--- config.mk ---
export PLATFORM = sky130hd
export DESIGN_NAME = uart_rx_core_flat
export DESIGN_NICKNAME = d
export VERILOG_FILES = /design/src/rtl/uart_rx_core_if.sv /design/src/rtl/uart_rx_core.sv /design/src/flat_wrapper.sv
export SDC_FILE = /design/constraint.sdc
export NUM_CORES = 1
export LEC_CHECK = 0
export BUFFER_PORTS_ARGS = -buffer_cell sky130_fd_sc_hd__buf_2
export CELL_PAD_IN_SITES_DETAIL_PLACEMENT = 1
export CELL_PAD_IN_SITES_GLOBAL_PLACEMENT = 1
export CORE_MARGIN = 2
export CORE_UTILIZATION = 43
export CTS_BUF_LIST = sky130_fd_sc_hd__clkbuf_8
export CTS_CLUSTER_DIAMETER = 100
export DETAILED_ROUTE_END_ITERATION = 6
export GPL_ROUTABILITY_DRIVEN = 0
export PLACE_DENSITY_LB_ADDON = 0.08
export REMOVE_ABC_BUFFERS = 1
export SYNTH_ARGS = -nofsm -noshare
export SYNTH_HDL_FRONTEND = slang
export SYNTH_SLANG_ARGS = --single-unit
--- constraint.sdc ---
create_clock -name i_clk -period 1.7 [get_ports i_clk]
set_input_delay 0.17 -clock i_clk [delete_from_list [all_inputs] [get_ports i_clk]]
set_output_delay 0.17 -clock i_clk [all_outputs]
set_load 0.02 [all_outputs]
--- src/rtl/uart_rx_core_if.sv ---
// UART receiver bus: baud tick and serial line in, received byte and status out.
// No latency of its own; it only groups wires.
// No backpressure: every received byte is presented for exactly one clock.
interface uart_rx_core_if #(
  parameter int N = 8
);
  logic         i_tick;
  logic         i_rx;
  logic [N-1:0] o_data;
  logic         o_valid;
  logic [3:0]   o_state_leds;
  logic         o_started;

  // Stimulus side: drives the tick and the line, observes the results.
  modport master (
    output i_tick,
    output i_rx,
    input  o_data,
    input  o_valid,
    input  o_state_leds,
    input  o_started
  );

  // Receiver side.
  modport slave (
    input  i_tick,
    input  i_rx,
    output o_data,
    output o_valid,
    output o_state_leds,
    output o_started
  );
endinterface

--- src/rtl/uart_rx_core.sv ---
// 8N1 UART receiver with COUNT_TICKS-times oversampling driven by an external baud tick.
// Latency: 2 clk synchronizer; o_valid is registered and rises at the mid-stop-bit sample.
// No backpressure: o_valid is a one-clock pulse, and o_data holds until the next good frame.
module uart_rx_core #(
  parameter int N           = 8,
  parameter int COUNT_TICKS = 16
) (
  input  logic          i_clk,
  input  logic          i_rst,
  uart_rx_core_if.slave bus
);

  localparam int TW = (COUNT_TICKS > 2) ? $clog2(COUNT_TICKS) : 1;
  localparam int BW = (N > 1) ? $clog2(N) : 1;

  localparam logic [TW-1:0] TICK_HALF = TW'(COUNT_TICKS / 2 - 1);
  localparam logic [TW-1:0] TICK_LAST = TW'(COUNT_TICKS - 1);
  localparam logic [BW-1:0] BIT_LAST  = BW'(N - 1);

  typedef enum logic [1:0] {
    S_IDLE  = 2'd0,
    S_START = 2'd1,
    S_DATA  = 2'd2,
    S_STOP  = 2'd3
  } state_t;

  state_t        state_q,    state_d;
  logic [1:0]    rx_sync_q,  rx_sync_d;
  logic [TW-1:0] tick_cnt_q, tick_cnt_d;
  logic [BW-1:0] bit_cnt_q,  bit_cnt_d;
  logic [N-1:0]  shift_q,    shift_d;
  logic [N-1:0]  data_q,     data_d;
  logic          valid_q,    valid_d;
  // Cleared by a framing error so a held-low line (break) cannot start a
  // new frame until the line has been seen high again.
  logic          armed_q,    armed_d;

  logic rx_s;
  assign rx_s = rx_sync_q[1];

  // State register, counters, synchronizer and output registers.
  always_ff @(posedge i_clk or posedge i_rst) begin
    if (i_rst) begin
      state_q    <= S_IDLE;
      rx_sync_q  <= 2'b11;
      tick_cnt_q <= '0;
      bit_cnt_q  <= '0;
      shift_q    <= '0;
      data_q     <= '0;
      valid_q    <= 1'b0;
      armed_q    <= 1'b1;
    end else begin
      state_q    <= state_d;
      rx_sync_q  <= rx_sync_d;
      tick_cnt_q <= tick_cnt_d;
      bit_cnt_q  <= bit_cnt_d;
      shift_q    <= shift_d;
      data_q     <= data_d;
      valid_q    <= valid_d;
      armed_q    <= armed_d;
    end
  end

  // Next-state logic: only the IDLE->START move ignores the baud tick.
  always_comb begin
    state_d    = state_q;
    rx_sync_d  = {rx_sync_q[0], bus.i_rx};
    tick_cnt_d = tick_cnt_q;
    bit_cnt_d  = bit_cnt_q;
    shift_d    = shift_q;
    data_d     = data_q;
    valid_d    = 1'b0;
    armed_d    = armed_q | rx_s;

    case (state_q)
      S_IDLE: begin
        if (!rx_s && armed_q) begin
          state_d    = S_START;
          tick_cnt_d = '0;
        end
      end

      S_START: begin
        if (bus.i_tick) begin
          if (tick_cnt_q == TICK_HALF) begin
            if (!rx_s) begin
              // Start bit still low at its centre: all later samples are
              // a full bit period apart and land mid-bit.
              state_d    = S_DATA;
              tick_cnt_d = '0;
              bit_cnt_d  = '0;
            end else begin
              state_d = S_IDLE;
            end
          end else begin
            tick_cnt_d = tick_cnt_q + 1'b1;
          end
        end
      end

      S_DATA: begin
        if (bus.i_tick) begin
          if (tick_cnt_q == TICK_LAST) begin
            // LSB arrives first, so shifting in at the top leaves the
            // byte LSB-aligned after N samples.
            shift_d    = {rx_s, shift_q[N-1:1]};
            tick_cnt_d = '0;
            if (bit_cnt_q == BIT_LAST) begin
              state_d = S_STOP;
            end else begin
              bit_cnt_d = bit_cnt_q + 1'b1;
            end
          end else begin
            tick_cnt_d = tick_cnt_q + 1'b1;
          end
        end
      end

      S_STOP: begin
        if (bus.i_tick) begin
          if (tick_cnt_q == TICK_LAST) begin
            tick_cnt_d = '0;
            state_d    = S_IDLE;
            if (rx_s) begin
              data_d  = shift_q;
              valid_d = 1'b1;
            end else begin
              armed_d = 1'b0;
            end
          end else begin
            tick_cnt_d = tick_cnt_q + 1'b1;
          end
        end
      end

      default: state_d = S_IDLE;
    endcase
  end

  assign bus.o_data       = data_q;
  assign bus.o_valid      = valid_q;
  assign bus.o_state_leds = 4'b0001 << state_q;
  assign bus.o_started    = (state_q != S_IDLE);

endmodule

--- src/flat_wrapper.sv ---
// flat-port wrapper written by rule: the top's interface ports become plain ports
module uart_rx_core_flat 
#(
  parameter int N           = 8,
  parameter int COUNT_TICKS = 16
)
  (i_clk, i_rst, bus_i_tick, bus_i_rx, bus_o_data, bus_o_valid, bus_o_state_leds, bus_o_started);
  uart_rx_core_if #(.N(N)) bus_i ();
  input  logic i_clk;
  input  logic i_rst;
  input wire logic [$bits(bus_i.i_tick)-1:0] bus_i_tick;
  input wire logic [$bits(bus_i.i_rx)-1:0] bus_i_rx;
  output wire logic [$bits(bus_i.o_data)-1:0] bus_o_data;
  output wire logic [$bits(bus_i.o_valid)-1:0] bus_o_valid;
  output wire logic [$bits(bus_i.o_state_leds)-1:0] bus_o_state_leds;
  output wire logic [$bits(bus_i.o_started)-1:0] bus_o_started;
  assign bus_i.i_tick = bus_i_tick;
  assign bus_i.i_rx = bus_i_rx;
  assign bus_o_data = bus_i.o_data;
  assign bus_o_valid = bus_i.o_valid;
  assign bus_o_state_leds = bus_i.o_state_leds;
  assign bus_o_started = bus_i.o_started;
  uart_rx_core #(.N(N), .COUNT_TICKS(COUNT_TICKS)) u_core (.i_clk(i_clk), .i_rst(i_rst), .bus(bus_i));
endmodule
==> results of run 1 <==
## area by class of cell
type | count | area, sq um | area share (%)
multi-input cells | 68 | 624 | 34.2
clock inverters | 2 | 37.5 | 2.05
clock buffers | 6 | 82.6 | 4.52
flip-flops and latches | 29 | 729 | 39.9
inverters | 8 | 30.0 | 1.64
repair buffers | 40 | 269 | 14.7
well taps | 44 | 55.1 | 3.01
## flip-flops by register name, summed over array words and instances, names as in the netlist, named ones only
register,flops
u_core.armed_q,1
u_core.bus.o_data,8
u_core.bus.o_valid,1
u_core.state_q,1
u_core.bit_cnt_q,3
u_core.rx_sync_q,2
u_core.shift_q,8
u_core.tick_cnt_q,4
## per-layer routing
metal / up-vias / GRT usage, %
li1: 488 / -
met1: 534 / 24.6
met2: 12 / 32.3
met3: 4 / 4.48
met4: 0 / 9.32
met5: - / 0
## cell usage in the layout, fill, tap and decap left out, types with 2 or more instances in the layout
cell | netlist | final
ha_2 | 0 | 2
or3b_4 | 1 | 2
o211ai_1 | 2 | 2
dfstp_2 | 3 | 3
inv_1 | 8 | 7
a221o_1 | 2 | 2
o21ai_0 | 2 | 2
dfrtp_1 | 26 | 26
o31a_1 | 2 | 2
nand2b_1 | 2 | 2
dlygate4sd3_1 | 0 | 2
nand2_1 | 5 | 5
buf_2 | 4 | 16
buf_4 | 0 | 21
nand4_1 | 5 | 5
mux2_2 | 18 | 16
a22o_1 | 2 | 2
mux2_4 | 0 | 2
and2_1 | 2 | 2
o311a_1 | 2 | 2
clkbuf_8 | 0 | 6
## report_power, final
group | internal (uW) | total, uW | switching [uW] | leakage (uW)
logic | 656 | 1270 | 610 | 0.000469
clock network | 476 | 743 | 267 | 0.0000574
registers | 823 | 945 | 122 | 0.000376
total | 1950 | 2950 | 1000 | 0.000902
## critical path: stages, from the launching register on
cell	delay [ns]
dfstp_2	0.55
or4b_4	0.47
o211ai_1	0.10
buf_4	0.16
mux2_4	0.29
## cells in the mapped netlist, types with 3 or more instances
library cell	n	area, sq um
mux2_2	18	203
ha_1	3	37.5
buf_2	4	20.0
dfstp_2	3	78.8
dfrtp_1	26	651
nand4_1	5	31.3
inv_1	8	30.0
nand2_1	5	18.8
## through the flow
step	power [uW]	worst slack, ns
global placement	1990	-0.0113
detailed placement	2080	-0.125
finish	2950	0.00456
global route	3140	-0.0503
CTS	2940	-0.0178
floorplan	1600	-0.0177
## path summary, 6_finish.rpt
kind	start	end	cells after the start
max	u_core.armed_q$_DFF_PP1_	u_core.tick_cnt_q[1]$_DFFE_PP0P_	4
min reg2reg	u_core.rx_sync_q[0]$_DFF_PP1_	u_core.rx_sync_q[1]$_DFF_PP1_	0
max in group asynchronous	i_rst	u_core.rx_sync_q[1]$_DFF_PP1_	4
min in group asynchronous	i_rst	u_core.state_q[0]$_DFFE_PP0P_	3
max reg2reg	u_core.armed_q$_DFF_PP1_	u_core.tick_cnt_q[1]$_DFFE_PP0P_	4
min	bus_i_tick	u_core.state_q[0]$_DFFE_PP0P_	3
## cells by family (layout without fill, tap and decap cells)
| family | Yosys count | after routing |
|---|---|---|
| flip-flops | 29 | 29 |
| AND/OR/NAND/NOR | 26 | 26 |
| AO/OA/AOI/OAI | 20 | 20 |
| multiplexers | 18 | 18 |
| buffers and inverters | 15 | 56 |
| adder cells (fa/ha/maj) | 3 | 3 |
| XOR/XNOR | 1 | 1 |
## what timing repair did
item,4_1_cts,5_1_grt
hold buffers,2,0
pin swaps,1,4
hold endpoints to repair,8,0
setup endpoints to repair,13,13
resized for setup,7,6
buffers inserted,1,1
==> results.json, run 1 <==
{
  "hold_class": "input pin to register",
  "routed_via_density": 5.27,
  "start_kind": "register",
  "drtIter0Drc": 19,
  "die_y_um": 60.7,
  "syn_area_sq_mm": 0.00138,
  "io_buffers": 17,
  "avgRoutedWirePerCell_um": 15.9,
  "dr_wl_met2_um": 1630,
  "die_w_um": 60.7,
  "ys.flop_type": "dfrtp_1",
  "synth-simple-area-share_pct": 12.4,
  "fin_area_sq_mm": 0.00183,
  "topRoutingLayerUsed": "met4",
  "layout.nets": 159,
  "gr-usage-all-layers_pct": 19.7,
  "muxShareOfSynthArea_pct": 14.7,
  "maxSlewViolCount": 0,
  "hold_viol_final": 0,
  "grt_max_degree": 23,
  "clock_latency_ns": 0.28,
  "drc_errors": 0,
  "stdcell_count": 197,
  "tns_ns": 0,
  "async_flop_share_pct": 100,
  "rows": 20,
  "status": "completed",
  "synth.avg_cell_area_sq_um": 12.3,
  "synth_warnings": 0,
  "antenna_found_initial": 0,
  "cts_tree": "yes",
  "powerDensity_mw_per_mm2": 1620,
  "die_area_sq_mm": 0.00369,
  "fillers": 325,
  "peakVddDrop_mv": 0.789,
  "cap_viol_max_count": 0,
  "path_max_fanout": 3,
  "rsz0062_at_grt": "true",
  "ys_seq_area_share_pct": 52.8,
  "placed_area_sq_mm": 0.00163,
  "dr_wl_met3_um": 72,
  "synth_top_family_by_area": "multiplexers",
  "syn_inst": 112,
  "fin_crit_sh_pct": 99.7,
  "synth_compound_area_share_pct": 11.9,
  "drive_gt1_share_pct": 51.0,
  "p_leak_uw": 0.000902,
  "required_ns": 1.86,
  "cts_buffer_depth": 2,
  "cts_inserted_buffers": 5,
  "grt_pass1_wl_um": 5060,
  "cts_root_buffer": "clkbuf_8",
  "drtAntennaViolNets": 0,
  "synth_edf_count": 0,
  "finClkSkew_ns": 0.00484,
  "num_io_pins": 18,
  "htreeDepth": 2,
  "criticalPathCategory": "register to register",
  "synth-xor-area-share_pct": 0.633,
  "routed_wl_um": 3130,
  "synth_fa_ha_area_share_pct": 2.71,
  "synth.ff_latch_count": 29,
  "worst_pin_slew_ns": 0.361,
  "holdWs_ns": 0.274,
  "initial_core_util_pct": 45.3,
  "max_freq_ghz": 0.590,
  "area_growth_pct": 32.2,
  "period_minus_slack_ns": 1.70,
  "report.final.setup_viol": 0,
  "wl_met1_um": 1380,
  "core_area_sq_mm": 0.00305,
  "relSlewSlack_pct": 75.3,
  "dpl.cell_count": 185,
  "final_util_pct": 59.9,
  "dp.final_hpwl_um": 2220,
  "grt_overflow": 0,
  "critPathCaptureType": "register",
  "clk_pin_slew_ns": 0.07,
  "regToRegSetupSlack_ns": 0.005,
  "grt_pass1_vias": 1085,
  "arrival_ns": 1.86,
  "firstDrtPassIters": 4,
  "cts.sinks": 29,
  "num_antenna_cells": 0,
  "yosysUniqueCellTypes": 39,
  "vias": 1038
}
(Power assumes the default switching activity.)
==> run 2: changes to the inputs <==
--- a/config.mk
+++ b/config.mk
@@ -14,7 +14,7 @@
 export CTS_CLUSTER_DIAMETER = 100
 export DETAILED_ROUTE_END_ITERATION = 6
 export GPL_ROUTABILITY_DRIVEN = 0
-export PLACE_DENSITY_LB_ADDON = 0.08
+export PLACE_DENSITY_LB_ADDON = 0.2
 export REMOVE_ABC_BUFFERS = 1
 export SYNTH_ARGS = -nofsm -noshare
 export SYNTH_HDL_FRONTEND = slang
==> run 2 against run 1 <==
The flow now finishes with violations (setup timing). Power increased by 0.67%. Die area did not move. Non-clock buffer count shrank 3. Critical path depth unchanged. Utilization fell by 1.0 points. Worst setup slack got worse by 0.022 ns. Count of clock-buffer cells in the layout shrank 1. Highest routed layer unchanged.
==> results.json, run 2 (synthesized netlist as in run 1, its figures left out) <==
{
  "status": "finished, violations left",
  "violations": "setup timing",
  "grt_busiest_layer": "met2",
  "total_power_uw": 2970,
  "start_kind": "register",
  "clk_pin_slew_ns": 0.06,
  "rr_worst_depth": 4,
  "antenna_found_initial": 0,
  "dp_worst_setup_slack_ns": -0.126,
  "die_area_sq_mm": 0.00369,
  "area_growth_pct": 30.0,
  "grt_pass1_wl_um": 5050,
  "grt_max_degree": 30,
  "final_cell_mix": "dfrtp_1, mux2_2, buf_4",
  "die_w_um": 60.7,
  "cts.sinks": 29,
  "placed_area_sq_mm": 0.00159,
  "maxSlewViolCount": 0,
  "grt_util_met3_pct": 4.90,
  "worst_pin_slew_ns": 0.353,
  "r2r-end": "u_core.bit_cnt_q[2]$_DFFE_PP0P_",
  "stdcell_count": 194,
  "firstDrtPassIters": 4,
  "rsz0062_at_grt": "true",
  "criticalPathCategory": "register to register",
  "dp.final_hpwl_um": 2160,
  "drtAntennaViolNets": 0,
  "hold_class": "input pin to register",
  "cts_inserted_buffers": 5,
  "htreeDepth": 2,
  "met2_usage_pct": 31.0,
  "routed_via_density": 5.35,
  "io_buffers": 17,
  "p_leak_uw": 0.000889,
  "routed_wl_um": 3100,
  "clock_latency_ns": 0.28,
  "powerDensity_mw_per_mm2": 1660,
  "dpl.cell_count": 180,
  "layout.nets": 156,
  "fillers": 341,
  "drtIter0Drc": 42,
  "max_freq_ghz": 0.582,
  "cts_root_buffer": "clkbuf_8",
  "peakVddDrop_mv": 1.10,
  "setup.worst_path.end": "u_core.bit_cnt_q[2]$_DFFE_PP0P_",
  "drc_errors": 0,
  "report.final.setup_viol": 1,
  "gr-usage-all-layers_pct": 19.4,
  "hold_viol_final": 0,
  "cts_tree": "yes",
  "timing.final.ws_setup_ns": -0.0179,
  "core_area_sq_mm": 0.00305,
  "vias": 1038,
  "cap_viol_max_count": 0,
  "avgRoutedWirePerCell_um": 16.0,
  "arrival_ns": 1.87,
  "layout_commonest_cell": "dfrtp_1",
  "cts_buffer_depth": 2,
  "grt_overflow": 0,
  "num_antenna_cells": 0,
  "required_ns": 1.86,
  "path_max_fanout": 8,
  "grt_use_met1_pct": 24.1,
  "relSlewSlack_pct": 75.8,
  "fin_area_sq_mm": 0.00180,
  "period_minus_slack_ns": 1.72,
  "rows": 20,
  "finClkSkew_ns": 0.00623,
  "initial_core_util_pct": 45.3,
  "fin_crit_sh_pct": 101,
  "drive_gt1_share_pct": 49.3,
  "grt_pass1_vias": 1051,
  "critPathCaptureType": "register",
  "regToRegSetupSlack_ns": -0.02,
  "num_io_pins": 18,
  "die_y_um": 60.7
}
==> run 2: timing repair <==
item / CTS / global route
buffers inserted: 1 / 3
hold buffers: 2 / 0
resized for setup: 4 / 3
pin swaps: 1 / 2
setup endpoints to repair: 6 / 11
endpoints found under the hold margin: 27 / 0
==> run 2: area by class of cell <==
cell class	count	area [sq um]	area share (%)
timing repair buffer	37	240	13.4
inverter	8	30.0	1.67
tap	44	55.1	3.06
clock buffer	5	68.8	3.83
multi-input combinational	68	608	33.8
clock inverter	3	65.1	3.62
sequential	29	729	40.6
==> run 2: per-layer routing <==
metal / share of wire [%] / vias to the layer above / wire (um)
met5: 0 / - / 0
met4: 2.3 / 0 / 70
met3: 3.2 / 8 / 98
met2: 53 / 23 / 1640
met1: 41 / 521 / 1280
li1: - / 486 / -
==> run 2: critical path: stages, from the launching register on <==
cell,delay [ns]
dfrtp_1,0.39
buf_4,0.17
or3b_4,0.42
o311a_1,0.32
a221o_1,0.29
==> run 2: stage by stage <==
stage / setup TNS, ns / hold WS, ns / utilization [%]
floorplan: -0.0460 / 0.174 / -
CTS: -0.0123 / 0.264 / 57.6
global route: -0.119 / 0.288 / 58.9
finish: -0.0179 / 0.271 / 58.9
global placement: -0.00510 / 0.251 / 52.0
detailed placement: -0.312 / 0.265 / 52.0
==> run 2: report_power, final <==
part	leakage, uW	switching [uW]	internal, uW	total (uW)
Sequential	0.000376	124	823	947
Clock	0.0000681	257	582	838
Combinational	0.000445	597	592	1190
Total	0.000889	978	2000	2970
==> run 2: worst min path at each step <==
stage | startpoint | end | slack, ns | depth (start not counted)
after floorplan | bus_i_rx | u_core.rx_sync_q[0]$_DFF_PP1_ | 0.17 | 0
after global placement | i_rst | u_core.bus.o_valid$_DFF_PP0_ | 0.25 | 3
after detailed placement | i_rst | u_core.shift_q[0]$_DFFE_PP0P_ | 0.26 | 3
after CTS | bus_i_tick | u_core.state_q[0]$_DFFE_PP0P_ | 0.26 | 3
after global routing | bus_i_tick | u_core.state_q[0]$_DFFE_PP0P_ | 0.29 | 3
final | bus_i_tick | u_core.state_q[0]$_DFFE_PP0P_ | 0.27 | 3
